<file path="config.mk">
export PLATFORM = sky130hd
export DESIGN_NAME = mantissa_divider
export DESIGN_NICKNAME = d
export VERILOG_FILES = /design/src/rtl/mantissa_divider.sv
export SDC_FILE = /design/constraint.sdc
export NUM_CORES = 1
export LEC_CHECK = 0
export CORE_ASPECT_RATIO = 0.7
export CORE_MARGIN = 1.5
export CORE_UTILIZATION = 56
export DETAILED_ROUTE_END_ITERATION = 8
export GPL_TIMING_DRIVEN = 0
export PLACE_DENSITY_LB_ADDON = 0.3
export SYNTH_ARGS = -nofsm -noshare
export SYNTH_HDL_FRONTEND = slang
export SYNTH_SLANG_ARGS = --single-unit
</file>
<file path="constraint.sdc">
create_clock -name clk -period 3.6 [get_ports clk]
set_input_delay 0.36 -clock clk [delete_from_list [all_inputs] [get_ports clk]]
set_output_delay 0.36 -clock clk [all_outputs]
set_load 0.005 [all_outputs]
</file>
<file path="src/rtl/mantissa_divider.sv">
// mantissa_divider: sequential restoring divider, one quotient bit per cycle, valid/ready on both sides.
// Optional feature macro DIVIDER_ZERO_BYPASS_EN: a zero divisor skips the iterations and raises div_by_zero.
module mantissa_divider #(
    parameter int DIVIDEND_W = 8,
    parameter int DIVISOR_W  = 4
) (
    input  logic                  clk,
    input  logic                  rst,
    input  logic                  in_valid,
    output logic                  in_ready,
    input  logic [DIVIDEND_W-1:0] dividend,
    input  logic [DIVISOR_W-1:0]  divisor,
    output logic                  out_valid,
    input  logic                  out_ready,
    output logic [DIVIDEND_W-1:0] quotient,
    output logic [DIVISOR_W-1:0]  remainder,
    output logic                  div_by_zero
);

    localparam int               CNT_W     = $clog2(DIVIDEND_W + 1);
    localparam logic [CNT_W-1:0] LAST_ITER = CNT_W'(DIVIDEND_W - 1);

    typedef enum logic [1:0] {
        ST_IDLE = 2'd0,
        ST_RUN  = 2'd1,
        ST_DONE = 2'd2
    } state_t;

    state_t                state_r;
    state_t                state_next_s;

    logic [DIVIDEND_W-1:0] q_r;
    logic [DIVISOR_W:0]    r_r;
    logic [DIVISOR_W-1:0]  d_r;
    logic [CNT_W-1:0]      cnt_r;
    logic                  zero_r;
    logic [DIVISOR_W-1:0]  rem_force_r;

    logic                  in_ready_r;
    logic                  out_valid_r;
    logic [DIVIDEND_W-1:0] quotient_r;
    logic [DIVISOR_W-1:0]  remainder_r;

    logic                  accept_s;
    logic                  consume_s;
    logic                  last_iter_s;
    logic                  divisor_zero_s;
    logic                  bypass_s;
    logic                  sub_ok_s;
    logic [DIVISOR_W:0]    r_shift_s;
    logic [DIVISOR_W:0]    r_iter_s;
    logic [DIVIDEND_W-1:0] q_iter_s;
    logic [DIVIDEND_W-1:0] q_final_s;
    logic [DIVISOR_W-1:0]  r_final_s;

    assign accept_s       = (state_r == ST_IDLE) && in_ready_r && in_valid;
    assign consume_s      = (state_r == ST_DONE) && out_ready;
    assign last_iter_s    = (cnt_r == LAST_ITER);
    assign divisor_zero_s = (divisor == {DIVISOR_W{1'b0}});

`ifdef DIVIDER_ZERO_BYPASS_EN
    assign bypass_s = accept_s && divisor_zero_s;
`else
    assign bypass_s = 1'b0;
`endif

    // State register
    always_ff @(posedge clk) begin
        if (rst) begin
            state_r <= ST_IDLE;
        end else begin
            state_r <= state_next_s;
        end
    end

    // Next-state decode
    always_comb begin
        state_next_s = state_r;
        case (state_r)
            ST_IDLE: begin
                if (bypass_s) begin
                    state_next_s = ST_DONE;
                end else if (accept_s) begin
                    state_next_s = ST_RUN;
                end else begin
                    state_next_s = ST_IDLE;
                end
            end
            ST_RUN: begin
                if (last_iter_s) begin
                    state_next_s = ST_DONE;
                end else begin
                    state_next_s = ST_RUN;
                end
            end
            ST_DONE: begin
                if (out_ready) begin
                    state_next_s = ST_IDLE;
                end else begin
                    state_next_s = ST_DONE;
                end
            end
            default: begin
                state_next_s = ST_IDLE;
            end
        endcase
    end

    // One restoring step; R never exceeds the divisor so DIVISOR_W+1 bits suffice
    always_comb begin
        r_shift_s = {r_r[DIVISOR_W-1:0], q_r[DIVIDEND_W-1]};
        sub_ok_s  = (r_shift_s >= {1'b0, d_r});
        if (sub_ok_s) begin
            r_iter_s = r_shift_s - {1'b0, d_r};
        end else begin
            r_iter_s = r_shift_s;
        end
        q_iter_s = {q_r[DIVIDEND_W-2:0], sub_ok_s};
    end

    // Final result, with the divide-by-zero values overriding whatever the iterations produced
    always_comb begin
        if (zero_r) begin
            q_final_s = {DIVIDEND_W{1'b1}};
            r_final_s = rem_force_r;
        end else begin
            q_final_s = q_iter_s;
            r_final_s = r_iter_s[DIVISOR_W-1:0];
        end
    end

    // Working registers: operand capture and iteration
    always_ff @(posedge clk) begin
        if (rst) begin
            q_r         <= {DIVIDEND_W{1'b0}};
            r_r         <= {(DIVISOR_W + 1){1'b0}};
            d_r         <= {DIVISOR_W{1'b0}};
            cnt_r       <= {CNT_W{1'b0}};
            zero_r      <= 1'b0;
            rem_force_r <= {DIVISOR_W{1'b0}};
        end else if (accept_s) begin
            q_r         <= dividend;
            r_r         <= {(DIVISOR_W + 1){1'b0}};
            d_r         <= divisor;
            cnt_r       <= {CNT_W{1'b0}};
            zero_r      <= divisor_zero_s;
            rem_force_r <= dividend[DIVISOR_W-1:0];
        end else if (state_r == ST_RUN) begin
            q_r   <= q_iter_s;
            r_r   <= r_iter_s;
            cnt_r <= cnt_r + CNT_W'(1);
        end else begin
            q_r   <= q_r;
            r_r   <= r_r;
            cnt_r <= cnt_r;
        end
    end

    // Handshake flags follow the next state so they are pure flops
    always_ff @(posedge clk) begin
        if (rst) begin
            in_ready_r  <= 1'b0;
            out_valid_r <= 1'b0;
        end else begin
            in_ready_r  <= (state_next_s == ST_IDLE);
            out_valid_r <= (state_next_s == ST_DONE);
        end
    end

    // Result registers load on entry to DONE and hold through backpressure
    always_ff @(posedge clk) begin
        if (rst) begin
            quotient_r  <= {DIVIDEND_W{1'b0}};
            remainder_r <= {DIVISOR_W{1'b0}};
        end else if (bypass_s) begin
            quotient_r  <= {DIVIDEND_W{1'b1}};
            remainder_r <= dividend[DIVISOR_W-1:0];
        end else if ((state_r == ST_RUN) && last_iter_s) begin
            quotient_r  <= q_final_s;
            remainder_r <= r_final_s;
        end else begin
            quotient_r  <= quotient_r;
            remainder_r <= remainder_r;
        end
    end

`ifdef DIVIDER_ZERO_BYPASS_EN
    logic div_by_zero_r;

    // Flag is scoped to the DONE residency of the bypassed operation
    always_ff @(posedge clk) begin
        if (rst) begin
            div_by_zero_r <= 1'b0;
        end else if (bypass_s) begin
            div_by_zero_r <= 1'b1;
        end else if (consume_s) begin
            div_by_zero_r <= 1'b0;
        end else begin
            div_by_zero_r <= div_by_zero_r;
        end
    end

    assign div_by_zero = div_by_zero_r;
`else
    assign div_by_zero = 1'b0;
`endif

    assign in_ready  = in_ready_r;
    assign out_valid = out_valid_r;
    assign quotient  = quotient_r;
    assign remainder = remainder_r;

endmodule

</file>
======== Word-level counts from Yosys, hierarchy flattened ========
Cells that the tools add are included.
operators by class
  $add $sub $neg .......................... 2
  magnitude comparators ................... 1
  equal/unequal tests ..................... 4
  mux-type cells .......................... 9
  reductions and logical operators ........ 8
operators with widths
  kind                   count
  $mux W8                3
  $mux W4                2
  $pmux W2 S3            1
  $ge A5 B4 Y1           1
  $add A4 B1 Y4 const B  1
  $eq A2 B2 Y1 const B   2
  $eq A4 B3 Y1 const B   1
  $logic_not A2 Y1       2
  $logic_not A4 Y1       1
  $mux W2                2
  $sub A4 B4 Y4          1
  $logic_and A1 B1 Y1    3
  $eq A2 B1 Y1 const B   1
  $reduce_bool A2 Y1     1
  $reduce_or A2 Y1       1
  $mux W1                1
storage, ports and cells
  register bits ........................... 41
  word-level logic and storage cells ...... 35

======== Longest topological paths before layout ========
Gate-level depths: netlist of run 1.
  depth in word-level cells ............... 6
  gate-level depth with buffers ........... 8
  depth with buffers taken out ............ 8

======== Worst setup path after synthesis of run 1 ========
Ideal clock, no wire load.
  kind .................................... register -> register
  start ................................... register d_r[2]
  end ..................................... register remainder_r[1] (netlist: remainder[1])
  library setup time ...................... 0.134 ns
  arrival ................................. 1.490 ns
  required time ........................... 3.466 ns
  path slack .............................. 1.976 ns
  stages on the path, launching flop included .. 8
  clock period less this slack ............ 1.624 ns
  cell sequence ........................... dfxtp_1 > inv_1 > ha_1 > o21a_1 > a21boi_4 > nor2_4 > mux2i_1 > o221ai_1
between the ends
  word-level cells in the longest chain between the ends .. 3
ends and longest elaborated chain
  item                    RTL line  RTL
  start, declared         34        logic [DIVISOR_W-1:0] d_r;
  start signal, assigned  137       d_r <= {DIVISOR_W{1'b0}};
  start signal, assigned  144       d_r <= divisor;
  $ge A5 B4 Y1            112       sub_ok_s = (r_shift_s >= {1'b0, d_r});
  $mux W4                 113       if (sub_ok_s) begin
  $mux W4                 123       if (zero_r) begin
  end signal, assigned    174       remainder_r <= {DIVISOR_W{1'b0}};
  end signal, assigned    177       remainder_r <= dividend[DIVISOR_W-1:0];
  end signal, assigned    180       remainder_r <= r_final_s;
  end, declared           42        logic [DIVISOR_W-1:0] remainder_r;
No other way between the ends.
A chain may end at the register's enable or synchronous reset.

======== Worst setup path in the final report of run 1 ========
  start ................................... register r_r[1]
  end ..................................... register remainder_r[1] (netlist: remainder[1])
between the ends
  word-level cells in the longest chain between the ends .. 3
ends and longest elaborated chain
  item                    RTL line  RTL
  start, declared         33        logic [DIVISOR_W:0] r_r;
  start signal, assigned  136       r_r <= {(DIVISOR_W + 1){1'b0}};
  start signal, assigned  143       r_r <= {(DIVISOR_W + 1){1'b0}};
  start signal, assigned  150       r_r <= r_iter_s;
  $ge A5 B4 Y1            112
  $mux W4                 113
  $mux W4                 123
No other way between the ends.

==> results.py, run 1 <==
metrics = {
    "timing": {
        "skew_ps": 4.96,
        "whs_ps": 442,
        "rsz0062_at_grt": "false",
        "hold_viol": 0,
        "drv_slew": 0,
        "slew_headroom_pct": 66.5,
        "finalWorstPathRequiredPeriod_ps": 1920,
        "fmax_mhz": 521,
        "period_share_pct": 53.3,
        "finalSetupViolCount": 0,
        "final.setup.tns_ps": 0,
        "tightest_slew_ps": 503,
    },
    "grt": {
        "antenna_found_initial": 0,
        "grt_pass1_vias": 1458,
        "grt_max_degree": 13,
        "track_usage_pct": 25.7,
        "grt_first_pass_wirelength_um": 6870,
        "grt.overflow.total": 0,
    },
    "synth": {
        "yosysSeqAreaShare_pct": 45.5,
        "ys_top_cells_by_area": "dfxtp_1 46%, nand2_1 8.5%, nor2_1 6.2%",
        "synth.net_count": 238,
        "yosys_warnings": 0,
        "synthTopCellsByCount": "41 x dfxtp_1, 41 x nand2_1, 30 x nor2_1, 17 x a21oi_1, 9 x a211oi_1",
        "syn_area_um2": 1800,
        "synth-seq-cells": 41,
        "synth_top_cell_by_area": "dfxtp_1",
        "synth.top_cell.area_share_pct": 45.5,
        "synth_cells": 216,
        "ys_async_sr_fraction_pct": 0,
        "synth_area_per_cell_um2": 8.35,
        "synth_edf_count": 0,
        "yosysUniqueCellTypes": 43,
        "ys.flop_type": "dfxtp_1",
    },
    "critical_path": {
        "setup.worst_path.class": "flip-flop to flip-flop",
        "reg2regPathDepth": 6,
        "r2r-start": "r_r[1]$_SDFFE_PP0N_",
        "reg2reg_slack_ps": 1680,
        "required_ps": 3770,
        "cp-end-kind": "flip-flop",
        "timing.rr.end": "remainder[1]$_SDFFE_PP0P_",
        "path_max_fanout": 6,
        "cp.arrival_ps": 2090,
        "worst_setup_path_start_kind": "flip-flop",
    },
    "cts": {
        "worstSkewPairLatency_ps": 300,
        "numCtsBuffers": 5,
        "cts_max_path_buffers": 2,
        "cts_resized": 0,
        "cts-root-buf": "clkbuf_8",
        "holdBufCountCts": 0,
        "cts_setup_buffers": 0,
        "clkSinkCount": 41,
        "cts_tree": "yes",
        "clkTransAtPathRegs_ps": 80,
        "htreeDepth": 2,
    },
    "power": {
        "clkPwrFrac_pct": 37.7,
        "power_switching_w": 0.000264,
        "leakage_nw": 0.791,
        "powerDensity_nw_per_um2": 457,
        "p_int_w": 0.000762,
        "ir_drop_mv": 0.355,
        "total_power_w": 0.00103,
        "pwr-share-seq_pct": 46.9,
        "comb_power_share_pct": 15.4,
        "switching_share_pct": 25.7,
    },
    "drt": {
        "drt_iter0_drc": 105,
        "ant_nets": 0,
        "drt-wirelength-per-cell_um": 14.2,
        "drc": 0,
        "vias_per_cell": 5.57,
        "dr.pass1.iters": 4,
        "dr_total_vias": 1615,
        "routed_wl_um": 4130,
    },
    "worst_hold_path": {
        "min_path_type": "input pin to flip-flop",
        "min_from": "rst",
        "holdPathStages": 2,
        "min_to": "remainder[0]$_SDFFE_PP0P_",
    },
    "place": {
        "placedCellCount": 282,
        "dp_hpwl_um": 2910,
        "gp_congestion": 0.931,
        "portBuffers": 28,
    },
    "layout": {
        "layout-drive-gt1-share_pct": 7.54,
        "area.growth.synth_to_final_pct": 24.6,
        "fill_cells": 256,
        "final_cell_count_no_fill": 290,
        "nNetsFinal": 273,
        "diodes": 0,
    },
    "job": {
        "maxCapViolCount": 0,
    },
    "die": {
        "dieArea_um2": 3570,
        "start_util_pct": 58.1,
        "rows": 17,
        "io_pins": 31,
        "chipWidth_um": 70.8,
        "die_h_um": 50.5,
        "core_um2": 3110,
    },
    "run_status": {
        "status": "completed",
    },
}
-- critical path, stage by stage, from the launching register on --
cell and delay (ps):
dfxtp_1 360, ha_1 360, o21a_1 200, a21boi_4 170
nor2_4 170, mux2i_1 360, o221ai_1 170
-- worst max-delay path by stage --
| stage | from | endpoint | slack [ps] | cells after the start |
|---|---|---|---|---|
| final | r_r[1]$_SDFFE_PP0N_ | remainder[1]$_SDFFE_PP0P_ | 1680 | 6 |
| after floorplan | d_r[2]$_SDFFE_PP0N_ | remainder[1]$_SDFFE_PP0P_ | 1980 | 7 |
| after global placement | r_r[1]$_SDFFE_PP0N_ | remainder[1]$_SDFFE_PP0P_ | 1770 | 6 |
| after global routing | q_r[7]$_SDFFE_PP0P_ | remainder[1]$_SDFFE_PP0P_ | 1600 | 7 |
| after detailed placement | r_r[1]$_SDFFE_PP0N_ | remainder[1]$_SDFFE_PP0P_ | 1750 | 6 |
| after CTS | r_r[1]$_SDFFE_PP0N_ | remainder[1]$_SDFFE_PP0P_ | 1730 | 6 |
-- layout make-up --
class	count	area, um2	share of cell area, %
buffer	14	62.6	2.78
timing repair buffer	28	280	12.5
sequential	41	821	36.5
multi-input combinational	155	897	39.9
tap	38	47.5	2.12
clock buffer	7	86.3	3.84
inverter	6	22.5	1.00
clock inverter	1	30.0	1.34
-- cells by family (layout without fill, tap and decap cells) --
family / count (synthesis) / count (layout) / share of synthesized area [%]
buffers and inverters: 20 / 56 / 4.72
multiplexers: 2 / 2 / 1.11
adder cells (fa/ha/maj): 6 / 6 / 4.58
AND/OR/NAND/NOR: 90 / 90 / 22.1
flip-flops: 41 / 41 / 45.5
AO/OA/AOI/OAI: 52 / 52 / 19.8
other: 1 / 1 / 0.208
XOR/XNOR: 4 / 4 / 1.94
-- layer usage --
layer / routed length [um] / vias to the layer above / track usage, %
li1: - / 812 / -
met1: 1990 / 742 / 36.9
met2: 1750 / 57 / 36.9
met3: 346 / 4 / 5.62
met4: 44 / 0 / 11.6
met5: 0 / - / 0
-- flip-flops by register name, summed over array words and instances, names as in the netlist --
register     flops
q_r              8
d_r              4
zero_r           1
state_r          2
remainder        4
cnt_r            4
out_valid        1
quotient         8
in_ready         1
rem_force_r      4
r_r              4
-- placed cells by master (no fill, tap or decap), drive strengths merged, types with 5 or more instances in the layout --
cell type      netlist  routed
a211oi               9       9
clkbuf               7      14
inv                  6       6
a31oi                5       5
a21oi               17      17
clkdlybuf4s50        0      28
ha                   5       5
nand2               41      41
buf                  7       7
nor2                33      33
dfxtp               41      41
-- power groups by stage --
stage	clock, W	sequential, W	combinational (W)
floorplan	0	0.000489	0.000109
global placement	0	0.000491	0.000151
detailed placement	0	0.000492	0.000154
CTS	0.000389	0.000481	0.000155
global route	0.000412	0.000484	0.000173
finish	0.000387	0.000482	0.000158
-- per-stage QoR --
step	setup slack (ps)	util, %	cell area (um2)
after floorplan	1980	-	1800
after global placement	1770	68.6	2130
after detailed placement	1750	68.6	2130
after CTS	1730	72.4	2250
after global routing	1600	72.4	2250
final	1680	72.4	2250
Power figures use the tool's default switching activity.
==> run 2: changes to the inputs <==
--- a/config.mk
+++ b/config.mk
@@ -7,7 +7,7 @@
 export LEC_CHECK = 0
 export CORE_ASPECT_RATIO = 0.7
 export CORE_MARGIN = 1.5
-export CORE_UTILIZATION = 56
+export CORE_UTILIZATION = 47
 export DETAILED_ROUTE_END_ITERATION = 8
 export GPL_TIMING_DRIVEN = 0
 export PLACE_DENSITY_LB_ADDON = 0.3
==> constraint.sdc (replaced) <==
create_clock -name clk -period 1.6 [get_ports clk]
set_input_delay 0.16 -clock clk [delete_from_list [all_inputs] [get_ports clk]]
set_output_delay 0.16 -clock clk [all_outputs]
set_load 0.005 [all_outputs]
==> results.py, run 2 (synthesis gave the netlist of run 1 again) <==
metrics = {
    "grt": {
        "grt_pass1_vias": 1420,
        "grt_first_pass_wirelength_um": 7150,
        "antenna_found_initial": 0,
        "grt.overflow.total": 0,
        "track_usage_pct": 23.0,
        "grt_max_degree": 12,
    },
    "critical_path": {
        "worst_setup_path_start_kind": "flip-flop",
        "reg2regPathDepth": 7,
        "r2r-start": "d_r[2]$_SDFFE_PP0N_",
        "reg2reg_slack_ps": -80,
        "setup.worst_path.class": "flip-flop to flip-flop",
        "cp-end-kind": "flip-flop",
        "timing.rr.end": "remainder[1]$_SDFFE_PP0P_",
        "path_max_fanout": 5,
        "crit_end": "remainder[1]$_SDFFE_PP0P_",
        "cp.arrival_ps": 1850,
        "required_ps": 1770,
        "cp-startpoint": "d_r[2]$_SDFFE_PP0N_",
    },
    "cts": {
        "clkSinkCount": 41,
        "htreeDepth": 2,
        "cts_max_path_buffers": 2,
        "cts-root-buf": "clkbuf_8",
        "worstSkewPairLatency_ps": 290,
        "numCtsBuffers": 5,
        "clkTransAtPathRegs_ps": 80,
        "cts_tree": "yes",
        "holdBufCountCts": 0,
    },
    "place": {
        "placedCellCount": 294,
        "portBuffers": 28,
        "dp_hpwl_um": 3020,
        "gp_congestion": 0.861,
        "dpl_cell_area_um2": 2150,
    },
    "drt": {
        "vias_per_cell": 5.41,
        "dr_total_vias": 1687,
        "drc": 0,
        "ant_nets": 0,
        "routed_wl_um": 4560,
        "drt-wirelength-per-cell_um": 14.6,
        "drt_iter0_drc": 102,
        "dr.pass1.iters": 4,
    },
    "die": {
        "dieArea_um2": 4220,
        "core_um2": 3600,
        "die_h_um": 54.8,
        "start_util_pct": 50.0,
        "io_pins": 31,
        "chipWidth_um": 77.0,
        "rows": 18,
    },
    "power": {
        "switching_share_pct": 27.6,
        "power_switching_w": 0.000617,
        "powerDensity_nw_per_um2": 916,
        "pwr-share-seq_pct": 48.7,
        "comb_power_share_pct": 20.8,
        "p_int_w": 0.00162,
        "clkPwrFrac_pct": 30.5,
        "ir_drop_mv": 0.661,
        "leakage_nw": 0.853,
    },
    "timing": {
        "drv_slew": 0,
        "fmax_mhz": 595,
        "whs_ps": 315,
        "slew_headroom_pct": 64.3,
        "skew_ps": 7.35,
        "hold_viol": 0,
        "tightest_slew_ps": 536,
        "finalWorstPathRequiredPeriod_ps": 1680,
        "setup_ws_ps": -81.9,
        "finalSetupViolCount": 5,
        "period_share_pct": 105,
        "rsz0062_at_grt": "true",
    },
    "layout": {
        "nNetsFinal": 284,
        "final_area_um2": 2440,
        "final_common_cell": "nand2_1",
        "diodes": 0,
        "final_cell_count_no_fill": 312,
        "final_cell_mix": "40 x nand2_1, 34 x dfxtp_1, 29 x nor2_1, 28 x clkdlybuf4s50_1, 17 x a21oi_1",
        "area.growth.synth_to_final_pct": 35.3,
        "layout-drive-gt1-share_pct": 21.4,
    },
    "run_status": {
        "status": "finished with violations",
        "violations": "setup timing",
    },
    "job": {
        "maxCapViolCount": 0,
    },
    "worst_hold_path": {
        "min_path_type": "input pin to flip-flop",
    },
}
## run 2: metal layers
metal	up-vias	wire, um	track usage [%]
li1	836	-	-
met4	0	78	10.9
met3	8	276	5.00
met1	787	2250	31.7
met5	-	0	0
met2	56	1960	34.8
## run 2: power by group through the flow
stage	sequential (W)	combinational [W]	clock, W
floorplan	0.00110	0.000246	0
global placement	0.00111	0.000343	0
detailed placement	0.00111	0.000346	0
CTS	0.00109	0.000387	0.000693
global route	0.00109	0.000506	0.000736
finish	0.00109	0.000465	0.000681
## run 2: worst max-delay path: stages, from the launching register on
cell and delay (ps):
dfxtp_2 340, inv_2 50, ha_4 240, o21a_1 170, a21boi_4 170, nor2_4 160, mux2i_2 300, o221ai_1 140
## run 2: worst min path at each step
| stage | start | end | slack, ps | cells past startpoint |
|---|---|---|---|---|
| floorplan | divisor[1] | d_r[1]$_SDFFE_PP0N_ | 300 | 2 |
| global placement | rem_force_r[0]$_SDFFE_PP0N_ | rem_force_r[0]$_SDFFE_PP0N_ | 440 | 2 |
| detailed placement | d_r[2]$_SDFFE_PP0N_ | d_r[2]$_SDFFE_PP0N_ | 450 | 2 |
| CTS | rst | remainder[0]$_SDFFE_PP0P_ | 260 | 2 |
| global route | rst | remainder[0]$_SDFFE_PP0P_ | 340 | 2 |
| finish | rst | remainder[0]$_SDFFE_PP0P_ | 320 | 2 |
## run 2: through the flow
stage          utilization [%]  setup TNS [ps]  setup slack, ps  power, W
2_1_floorplan                -         -0.0526          -0.0526   0.00135
5_1_grt                   67.7            -862             -166   0.00233
3_3_place_gp              59.5            -795             -222   0.00145
4_1_cts                   64.7            -124            -54.0   0.00217
6_report                  67.7            -289            -81.9   0.00223
3_5_place_dp              59.5            -839             -216   0.00145
## run 2: area by class of cell
cell class,instances,area [um2]
sequential,41,832
tap,50,62.6
timing repair buffer,39,363
clock buffer,7,86.3
buffer,14,68.8
inverter,6,22.5
fill,313,1160
multi-input combinational,155,1000
## run 2: timing repair
item	in CTS	in global routing
pin swaps	12	15
gates resized for setup	17	18
setup endpoints to repair	7	21
buffers inserted	4	7
